**src/rtl/mc_ctrlunit.sv**
```systemverilog
// Multi-cycle control unit: FETCH/DECODE/EXEC/MEM/WB sequencing with a memory req/ack handshake.
// Optional MUL support (opcode F, multi-cycle EXEC) is built when MC_CTRL_MUL_EN is defined.
module mc_ctrlunit #(
    parameter int OPW        = 4,
    parameter int ALUCW      = 4,
    parameter int MUL_CYCLES = 4
) (
    input  logic             clk,
    input  logic             rst_n,
    input  logic [OPW-1:0]   op,
    input  logic             zero,
    input  logic             mem_ack,
    output logic             mem_req,
    output logic             mem_wr,
    output logic             ir_load,
    output logic             pc_inc,
    output logic             jump,
    output logic             branch,
    output logic [ALUCW-1:0] alu_c,
    output logic             alusrcb,
    output logic             reg_wr,
    output logic             mem_to_reg,
    output logic             reg_des,
    output logic             wr_flag,
    output logic             illegal_op
);

    // state  | meaning
    // FETCH  | instruction request held until mem_ack, then load IR / bump PC
    // DECODE | opcode sampled into decode registers; illegal opcodes abort here
    // EXEC   | ALU cycle(s); jumps and branches resolve and finish here
    // MEM    | data request for LW/SW held until mem_ack
    // WB     | single-cycle register / flag write
    typedef enum logic [2:0] {S_FETCH, S_DECODE, S_EXEC, S_MEM, S_WB} state_t;

    localparam logic [3:0] OP_JMP = 4'h7;
    localparam logic [3:0] OP_LW  = 4'hB;
    localparam logic [3:0] OP_SW  = 4'hC;
    localparam logic [3:0] OP_BEQ = 4'hD;
    localparam logic [3:0] OP_BNE = 4'hE;
    localparam logic [3:0] OP_MUL = 4'hF;

    if (MUL_CYCLES < 1 || OPW < 4) begin : g_param_check
        $error("mc_ctrlunit: MUL_CYCLES must be >= 1 and OPW >= 4");
    end

    state_t state, state_nx;
    logic   run;
    logic   upper_ok;
    logic   exec_done;

    logic [3:0]       op_lo;
    logic [ALUCW-1:0] d_alu_c;
    logic             d_srcb, d_rd, d_m2r, d_wf, d_legal;

    logic [3:0]       op_q;
    logic [ALUCW-1:0] alu_c_q;
    logic             srcb_q, rd_q, m2r_q, wf_q;

    assign op_lo = op[3:0];

    if (OPW > 4) begin : g_op_hi
        assign upper_ok = ~|op[OPW-1:4];
    end else begin : g_op_lo
        assign upper_ok = 1'b1;
    end

    always_comb begin
        d_alu_c = '0;
        d_srcb  = 1'b0;
        d_rd    = 1'b0;
        d_m2r   = 1'b0;
        d_wf    = 1'b0;
        d_legal = upper_ok;
        case (op_lo)
            4'h0: begin d_alu_c = ALUCW'(0); d_rd = 1'b1; end
            4'h1: begin d_alu_c = ALUCW'(1); d_rd = 1'b1; end
            4'h2: begin d_alu_c = ALUCW'(2); d_rd = 1'b1; d_wf = 1'b1; end
            4'h3: begin d_alu_c = ALUCW'(3); d_rd = 1'b1; d_wf = 1'b1; end
            4'h4: begin d_alu_c = ALUCW'(6); d_rd = 1'b1; end
            4'h5: begin d_alu_c = ALUCW'(5); d_rd = 1'b1; d_wf = 1'b1; end
            4'h6: begin d_alu_c = ALUCW'(4); d_rd = 1'b1; d_wf = 1'b1; end
            4'h7: d_alu_c = ALUCW'(7);
            4'h8: begin d_alu_c = ALUCW'(0); d_srcb = 1'b1; end
            4'h9: begin d_alu_c = ALUCW'(1); d_srcb = 1'b1; end
            4'hA: begin d_alu_c = ALUCW'(2); d_srcb = 1'b1; d_wf = 1'b1; end
            4'hB: begin d_alu_c = ALUCW'(2); d_srcb = 1'b1; d_m2r = 1'b1; end
            4'hC: begin d_alu_c = ALUCW'(2); d_srcb = 1'b1; end
            4'hD: d_alu_c = ALUCW'(3);
            4'hE: d_alu_c = ALUCW'(3);
            default: begin
`ifdef MC_CTRL_MUL_EN
                d_alu_c = ALUCW'(8);
                d_rd    = 1'b1;
                d_wf    = 1'b1;
`else
                d_legal = 1'b0;
`endif
            end
        endcase
    end

    // run stays low for the first clock after reset so outputs only wake up on a clean edge
    always_ff @(posedge clk or negedge rst_n) begin
        if (!rst_n) begin
            state <= S_FETCH;
            run   <= 1'b0;
        end else begin
            state <= state_nx;
            run   <= 1'b1;
        end
    end

    always_ff @(posedge clk or negedge rst_n) begin
        if (!rst_n) begin
            op_q    <= '0;
            alu_c_q <= '0;
            srcb_q  <= 1'b0;
            rd_q    <= 1'b0;
            m2r_q   <= 1'b0;
            wf_q    <= 1'b0;
        end else if (state == S_DECODE) begin
            op_q    <= op_lo;
            alu_c_q <= d_alu_c;
            srcb_q  <= d_srcb;
            rd_q    <= d_rd;
            m2r_q   <= d_m2r;
            wf_q    <= d_wf;
        end
    end

`ifdef MC_CTRL_MUL_EN
    localparam int CW = $clog2(MUL_CYCLES) + 1;
    logic [CW-1:0] mul_cnt;

    always_ff @(posedge clk or negedge rst_n) begin
        if (!rst_n) begin
            mul_cnt <= '0;
        end else if (state == S_DECODE) begin
            mul_cnt <= CW'(MUL_CYCLES - 1);
        end else if (state == S_EXEC && mul_cnt != '0) begin
            mul_cnt <= mul_cnt - CW'(1);
        end
    end

    assign exec_done = (op_q != OP_MUL) || (mul_cnt == '0);
`else
    assign exec_done = 1'b1;
`endif

    always_comb begin
        state_nx   = state;
        mem_req    = 1'b0;
        mem_wr     = 1'b0;
        ir_load    = 1'b0;
        pc_inc     = 1'b0;
        jump       = 1'b0;
        branch     = 1'b0;
        alu_c      = '0;
        alusrcb    = 1'b0;
        reg_wr     = 1'b0;
        mem_to_reg = 1'b0;
        reg_des    = 1'b0;
        wr_flag    = 1'b0;
        illegal_op = 1'b0;
        if (run) begin
            if (state == S_EXEC || state == S_MEM || state == S_WB) begin
                alu_c      = alu_c_q;
                alusrcb    = srcb_q;
                reg_des    = rd_q;
                mem_to_reg = m2r_q;
            end
            unique case (state)
                S_FETCH: begin
                    mem_req = 1'b1;
                    if (mem_ack) begin
                        ir_load  = 1'b1;
                        pc_inc   = 1'b1;
                        state_nx = S_DECODE;
                    end
                end
                S_DECODE: begin
                    if (!d_legal) begin
                        illegal_op = 1'b1;
                        state_nx   = S_FETCH;
                    end else begin
                        alu_c      = d_alu_c;
                        alusrcb    = d_srcb;
                        reg_des    = d_rd;
                        mem_to_reg = d_m2r;
                        state_nx   = S_EXEC;
                    end
                end
                S_EXEC: begin
                    if (exec_done) begin
                        case (op_q)
                            OP_JMP: begin
                                jump     = 1'b1;
                                state_nx = S_FETCH;
                            end
                            OP_BEQ: begin
                                branch   = zero;
                                state_nx = S_FETCH;
                            end
                            OP_BNE: begin
                                branch   = ~zero;
                                state_nx = S_FETCH;
                            end
                            OP_LW, OP_SW: state_nx = S_MEM;
                            default:      state_nx = S_WB;
                        endcase
                    end
                end
                S_MEM: begin
                    mem_req = 1'b1;
                    mem_wr  = (op_q == OP_SW);
                    if (mem_ack) begin
                        state_nx = (op_q == OP_LW) ? S_WB : S_FETCH;
                    end
                end
                S_WB: begin
                    reg_wr   = 1'b1;
                    wr_flag  = wf_q;
                    state_nx = S_FETCH;
                end
                default: state_nx = S_FETCH;
            endcase
        end
    end

endmodule

```
**config.mk**
```make
export PLATFORM = sky130hd
export DESIGN_NAME = mc_ctrlunit
export DESIGN_NICKNAME = d
export VERILOG_FILES = /design/src/rtl/mc_ctrlunit.sv
export SDC_FILE = /design/constraint.sdc
export NUM_CORES = 1
export LEC_CHECK = 0
export ABC_AREA = 1
export CAP_MARGIN = 15
export CORE_UTILIZATION = 51
export DETAILED_ROUTE_END_ITERATION = 8
export MAX_ROUTING_LAYER = met4
export PLACE_DENSITY = 0.87
export SLEW_MARGIN = 40
export SYNTH_ARGS = -nofsm -noshare
export SYNTH_HDL_FRONTEND = slang
export SYNTH_SLANG_ARGS = --single-unit
```
**constraint.sdc**
```tcl
create_clock -name clk -period 3 [get_ports clk]
set_clock_uncertainty 0.1 [all_clocks]
set_input_delay 0.6 -clock clk [delete_from_list [all_inputs] [get_ports clk]]
set_output_delay 0.6 -clock clk [all_outputs]
set_load 0.02 [all_outputs]
```
==> impl_metrics.tcl, run 1 <==
set metrics [dict create \
    holdPathStages 2 \
    hp-start "srcb_q" \
    crit_path_start "op[0]" \
    yosys.area.top_type_share_pct 39.1 \
    end_kind "output port" \
    initial_utilization_pct 55.1 \
    cp-start-kind "input pin" \
    ctsResizeCount 1 \
    grt_usage_pct 26.0 \
    floorplan.io_pins 24 \
    worst-r2r-cell-count 6 \
    cts_setup_buffers 0 \
    crit_path_max_fanout 4 \
    timing.final.crit_period_ns 2.93 \
    postRouteWirelength_um 2290 \
    cell_internal_pwr_mw 0.538 \
    num_antenna_cells 0 \
    rows 15 \
    clock_buffer_count_from_cts 3 \
    core_area_um2 1750 \
    design.die.area_um2 2060 \
    placement.cell_area_um2 1200 \
    timing.rr.start "state[1]" \
    insertion_delay_ns 0.29 \
    worst-endpoint-required_ns 2.30 \
    yosysWarnings 0 \
    status "finished clean" \
    synthesis.area_um2 961 \
    ys_async_sr_fraction_pct 100 \
    power_frac_comb_pct 54.1 \
    last_weighted_congestion_value_of_the_routability_driven_placer 0.931 \
    cts_root_buffer "sky130_fd_sc_hd__clkbuf_4" \
    global_route.overflow_total 0 \
    via_count 1016 \
    synth_top_cells_by_area "sky130_fd_sc_hd__dfrtp_1 (39%), sky130_fd_sc_hd__nand2_1 (16%), sky130_fd_sc_hd__inv_1 (7.0%), sky130_fd_sc_hd__nor2_1 (7.0%), sky130_fd_sc_hd__nand3_1 (5.7%)" \
    ir_drop_mv 0.515 \
    syn_area_per_cell_um2 6.63 \
    setup_viol 0 \
    routed_wire_per_std_cell_um 11.8 \
    route.detailed.vias_per_inst 5.24 \
    min_path_type "reg2reg" \
    synth_top_cell_by_area "sky130_fd_sc_hd__dfrtp_1" \
    final-hold-violation-count 0 \
    antenna_left 0 \
    clock_power_share_pct 11.5 \
    crit_type "in2out" \
    drive_gt1_share_pct 8.88 \
    slew_headroom_pct 55.7 \
    syn_to_final_growth_pct 30.1 \
    dpl.hpwl_um 1730 \
    cts-hold-fix-buffers 0 \
    cts_tree "done" \
    synthFlopType "sky130_fd_sc_hd__dfrtp_1" \
    synth.ff_latch_count 15 \
    finish.instance_area_um2 1250 \
    rsz0062_at_grt "false" \
    dr.pass1.iters 4 \
    power.leakage_nw 0.701 \
    drt_iter0_markers 20 \
    postSynthNetCount 153 \
    pin_count_of_the_biggest_net_entering_global_routing 16 \
    clock_tree.buffer_depth 2 \
    place_inst 190 \
    seq_power_share_pct 34.4 \
    layout_worst_path_cycle_share_pct 97.7 \
    clock.fmax_ghz 0.341 \
    synth_enable_flop_cells 0 \
    synth_sequential_area_ratio_pct 39.1 \
    grt_pass1_vias 884 \
    drcViolationCount 0 \
    port_buffers 22 \
    final_max_slew_viol_count 0 \
    placement.setup.worst_slack_ns 0.00325 \
    antenna_found_initial 0 \
    holdWs_ns 0.391 \
    maxCapViolCount 0 \
    power_density_nw_per_um2 821 \
    synthesis.instances 145 \
    post_synth_num_cell_types 20 \
    instances_no_fill 194 \
    floorplan.die.height_um 45.4 \
    worst-slew-pin-transition_ns 0.663 \
    total_switching_power_mw 0.488 \
    setup_slack_ns 0.0703 \
    tritoncts_num_sinks 15 \
    clk_pin_slew_worst_paths_ns 0.08 \
    timing.critical_path.arrival_ns 2.23 \
    design.final.nets 178 \
    htree_num_levels 1 \
    horizontal_extent_of_the_die_um 45.4 \
    grt_pass1_wl_um 3670 \
    switching_share_pct 47.5 \
]
-- worst paths after layout --
kind / slack, ns / end
min in group asynchronous: 0.60 / state[0]
setup reg to reg: 1.57 / wf_q
hold / removal: 0.39 / srcb_q
hold reg to reg: 0.39 / srcb_q
max in group asynchronous: 1.77 / m2r_q
setup / recovery: 0.07 / illegal_op
-- per-stage QoR --
stage | setup TNS (ns) | utilization (%) | total power [mW]
5_1_grt | 0 | 71.6 | 1.12
2_1_floorplan | 0 | - | 0.736
6_report | 0 | 71.6 | 1.03
3_3_place_gp | -0.00850 | 69.0 | 0.876
4_1_cts | 0 | 70.5 | 1.01
3_5_place_dp | 0 | 69.0 | 0.902
-- cells in the final DEF, fill, tap and decap left out, drive strengths merged --
| master | count |
|---|---|
| nand3 | 14 |
| clkbuf | 3 |
| a21oi | 8 |
| nor2 | 18 |
| dfrtp | 15 |
| nand4 | 2 |
| clkinv | 1 |
| clkdlybuf4s50 | 16 |
| nor3 | 5 |
| nor4 | 1 |
| o211ai | 1 |
| nand2 | 43 |
| buf | 2 |
| o21a | 1 |
| conb | 2 |
| dlygate4sd2 | 1 |
| o21ai | 9 |
| inv | 22 |
| dlymetal6s2s | 5 |
-- metal layers --
layer | global-route usage [%] | vias to the layer above | routed length, um
met5 | - | - | 0
met4 | 15.8 | 0 | 37
met3 | 4.76 | 5 | 127
met2 | 41.4 | 49 | 1140
met1 | 30.2 | 462 | 990
li1 | - | 500 | -
-- critical path, cell delays in order --
cell	delay (ns)
sky130_fd_sc_hd__clkdlybuf4s50_1	0.51
sky130_fd_sc_hd__nand2_1	0.13
sky130_fd_sc_hd__inv_1	0.07
sky130_fd_sc_hd__nand2_1	0.08
sky130_fd_sc_hd__nor3_1	0.21
sky130_fd_sc_hd__clkdlybuf4s50_1	0.64
-- kinds of logic (layout without fill, tap and decap cells) --
logic type | count (synthesis) | after routing | synth area share [%]
compound gates | 19 | 19 | 11.6
other cells | 2 | 2 | 0.782
buf+inv | 26 | 50 | 11.1
simple gates | 83 | 83 | 37.5
flops | 15 | 15 | 39.1
-- synth_stat cells, types with 2 or more instances --
| cell type | count |
|---|---|
| sky130_fd_sc_hd__nand3_2 | 3 |
| sky130_fd_sc_hd__inv_1 | 18 |
| sky130_fd_sc_hd__nor2_1 | 18 |
| sky130_fd_sc_hd__dfrtp_1 | 15 |
| sky130_fd_sc_hd__inv_2 | 4 |
| sky130_fd_sc_hd__o21ai_0 | 9 |
| sky130_fd_sc_hd__a21oi_1 | 7 |
| sky130_fd_sc_hd__buf_4 | 2 |
| sky130_fd_sc_hd__conb_1 | 2 |
| sky130_fd_sc_hd__nand3_1 | 11 |
| sky130_fd_sc_hd__nand4_1 | 2 |
| sky130_fd_sc_hd__nor3_1 | 5 |
| sky130_fd_sc_hd__nand2_1 | 42 |
-- flip-flops by register name (all words and copies together), names as in the netlist --
signal,flops
alu_c_q,3
wf_q,1
op_q,4
run,1
state,3
m2r_q,1
rd_q,1
srcb_q,1
-- power by group through the flow --
stage	clock network, mW	logic, mW	registers, mW
floorplan	0	0.397	0.339
global placement	0	0.528	0.348
detailed placement	0	0.549	0.353
CTS	0.117	0.549	0.349
global route	0.129	0.623	0.364
finish	0.118	0.555	0.353
-- area by class of cell --
type	instances	area, um^2
clock buffer	3	22.5
multi-input combinational	104	487
fill	162	495
timing repair buffer	24	246
inverter	22	82.6
sequential	15	375
clock inverter	1	5.00
tap	25	31.3
(Power assumes the default switching activity.)
==> run 2: changes to the inputs <==
--- a/config.mk
+++ b/config.mk
@@ -9,6 +9,7 @@
 export CAP_MARGIN = 15
 export CORE_UTILIZATION = 51
 export DETAILED_ROUTE_END_ITERATION = 8
+export GPL_TIMING_DRIVEN = 1
 export MAX_ROUTING_LAYER = met4
 export PLACE_DENSITY = 0.87
 export SLEW_MARGIN = 40
==> results of run 2 <==
No change in the layout: final DEF, timing and power equal those of run 1.
==> run 3: changes to the inputs <==
--- a/config.mk
+++ b/config.mk
@@ -7,11 +7,12 @@
 export LEC_CHECK = 0
 export ABC_AREA = 1
 export CAP_MARGIN = 15
-export CORE_UTILIZATION = 51
+export CORE_UTILIZATION = 40
 export DETAILED_ROUTE_END_ITERATION = 8
+export GPL_ROUTABILITY_DRIVEN = 0
 export GPL_TIMING_DRIVEN = 1
 export MAX_ROUTING_LAYER = met4
-export PLACE_DENSITY = 0.87
+export PLACE_DENSITY = 0.67
 export SLEW_MARGIN = 40
 export SYNTH_ARGS = -nofsm -noshare
 export SYNTH_HDL_FRONTEND = slang
==> run 3 against run 2 <==
Compared with the run above: non-clock buffer count grew 1; global-route usage shrank 5.1 points; flip-flop and latch count unchanged; core utilization shrank 15 points; critical path depth is the same; sequential power fell by 1%; combinational power hardly changed; sequential share of layout area down 0.15 points; power is 0.74% lower; critical endpoint is now alu_c[0].
==> impl_metrics.tcl, run 3 (synthesized netlist as in run 1, its figures left out) <==
set metrics [dict create \
    status "finished clean" \
    core_area_um2 2230 \
    total_switching_power_mw 0.475 \
    power_frac_comb_pct 54.4 \
    antenna_found_initial 0 \
    routedLengthMet1_um 1010 \
    placement.setup.worst_slack_ns -0.0281 \
    drt_iter0_markers 30 \
    worst-endpoint-required_ns 2.30 \
    tritoncts_num_sinks 15 \
    holdPathStages 2 \
    critical_path.top_delay_family "buffers and inverters" \
    power_mw 1.02 \
    power.leakage_nw 0.724 \
    top_register "op_q" \
    timing.critical_path.arrival_ns 2.03 \
    end_kind "output port" \
    clock.fmax_ghz 0.366 \
    place_inst 194 \
    final_core_util_pct 56.2 \
    htree_num_levels 1 \
    setup_viol 0 \
    grt_usage_pct 20.9 \
    crit_path_cell_trace "clkdlybuf4s50_1 -> nand2_1 -> o21ai_0 -> nand3_1 -> a21oi_1 -> dlygate4sd2_1" \
    port_buffers 22 \
    clk_pin_slew_worst_paths_ns 0.09 \
    drive_gt1_share_pct 9.41 \
    worst-slew-pin-transition_ns 0.682 \
    dpl.hpwl_um 1780 \
    final_max_slew_viol_count 0 \
    design.die.area_um2 2600 \
    finish.instance_area_um2 1260 \
    reg_top3 "op_q (4), alu_c_q (3), state (3)" \
    setup_slack_ns 0.268 \
    fin_tns_setup_ns 0 \
    ir_drop_mv 0.457 \
    clock_power_share_pct 11.4 \
    top_layer "met4" \
    route.detailed.vias_per_inst 5.05 \
    most-common-layout-cells "sky130_fd_sc_hd__nand2_1 (42), sky130_fd_sc_hd__inv_1 (18), sky130_fd_sc_hd__nor2_1 (18)" \
    mostFrequentLayoutCell "sky130_fd_sc_hd__nand2_1" \
    postRouteWirelength_um 2250 \
    floorplan.die.height_um 51.0 \
    insertion_delay_ns 0.28 \
    worst-r2r-cell-count 6 \
    met2RoutedLength_um 1100 \
    placement.cell_area_um2 1210 \
    design.final.nets 179 \
    min_path_type "reg2reg" \
    rrSetupSlack_ns 1.56 \
    holdWs_ns 0.387 \
    switching_share_pct 46.7 \
    drcViolationCount 0 \
    maxCapViolCount 0 \
    crit_buf_inv 2 \
    clock_tree.buffer_depth 2 \
    num_antenna_cells 0 \
    via_count 999 \
    seq_power_share_pct 34.2 \
    reg_to_reg_end "wf_q" \
    crit_type "in2out" \
    routed_wire_per_std_cell_um 11.4 \
    floorplan.io_pins 24 \
    clock_buffer_count_from_cts 3 \
    cts_setup_buffers 0 \
    grt_pass1_wl_um 3930 \
    syn_to_final_growth_pct 30.7 \
    slew_headroom_pct 54.4 \
    met3_length_um 99 \
    instances_no_fill 198 \
    initial_utilization_pct 43.0 \
    cts_root_buffer "sky130_fd_sc_hd__clkbuf_4" \
    pin_count_of_the_biggest_net_entering_global_routing 16 \
    timing.rr.start "state[1]" \
    dr.pass1.iters 4 \
    grt_pass1_vias 941 \
    cts_tree "done" \
    cpMaxStageDelayCell "sky130_fd_sc_hd__clkdlybuf4s50_1" \
    cp-start-kind "input pin" \
    cell_internal_pwr_mw 0.543 \
    critPathMaxStageDelay_ns 0.55 \
    layout_worst_path_cycle_share_pct 91.1 \
    antenna_left 0 \
    power_density_nw_per_um2 811 \
    rows 17 \
    rsz0062_at_grt "false" \
    largest_register_ffs 4 \
    nFillCells 215 \
    final-hold-violation-count 0 \
    horizontal_extent_of_the_die_um 51.0 \
    crit_path_max_fanout 5 \
    timing.hold.worst_endpoint "alu_c_q[2]" \
    hp-start "alu_c_q[2]" \
    global_route.overflow_total 0 \
    timing.final.crit_period_ns 2.73 \
]
## run 3: changes by cell type in the layout (fill, tap and decap cells not counted)
| cell | previous run | this run |
|---|---|---|
| sky130_fd_sc_hd__clkdlybuf4s50_1 | 16 | 15 |
| sky130_fd_sc_hd__nand3_2 | 2 | 3 |
| sky130_fd_sc_hd__nand3_4 | 1 | 0 |
| sky130_fd_sc_hd__dlymetal6s2s_1 | 5 | 6 |
| sky130_fd_sc_hd__buf_4 | 2 | 3 |
## run 3: worst max-delay path by stage
stage / from / depth (start not counted) / to / slack, ns
after floorplan: mem_ack / 3 / pc_inc / 0.84
after global routing: state[0] / 6 / jump / 0.17
after detailed placement: op[2] / 6 / alu_c[0] / -0.03
after global placement: op[2] / 6 / alu_c[0] / -0.03
after CTS: op[0] / 9 / alu_c[1] / 0.03
final: op[2] / 6 / alu_c[0] / 0.27
## run 3: worst reg2reg max path, stage by stage, from the launching register on
cell and delay [ns]:
sky130_fd_sc_hd__dfrtp_1 0.42, sky130_fd_sc_hd__inv_1 0.15, sky130_fd_sc_hd__nand3_2 0.21, sky130_fd_sc_hd__inv_2 0.20, sky130_fd_sc_hd__nand2_1 0.07, sky130_fd_sc_hd__nor2_1 0.13, sky130_fd_sc_hd__a21oi_1 0.06
## run 3: per-layer routing
metal	track usage, %	vias to the layer above
met4	8.33	0
met3	2.68	6
met5	-	-
met1	24.3	460
met2	36.4	27
li1	-	506
## run 3: area by class of cell
type | instances | area [um^2] | area share (%)
clock buffer | 3 | 22.5 | 1.79
clock inverter | 1 | 5.00 | 0.398
inverter | 22 | 82.6 | 6.57
multi-input combinational | 104 | 479 | 38.1
sequential | 15 | 375 | 29.9
tap | 28 | 35.0 | 2.79
timing repair buffer | 25 | 256 | 20.4
## run 3: repair_timing
action / 4_1_cts / 5_1_grt
endpoints found under the setup margin: 1 / 6
resized for setup: 1 / 6
hold buffers: 0 / 0
## run 3: power groups by stage
stage               registers (mW)  logic (mW)  clock network, mW
floorplan                    0.339       0.397                  0
CTS                          0.350       0.563              0.117
global placement             0.348       0.549                  0
detailed placement           0.355       0.564                  0
global route                 0.361       0.626              0.123
finish                       0.348       0.554              0.116
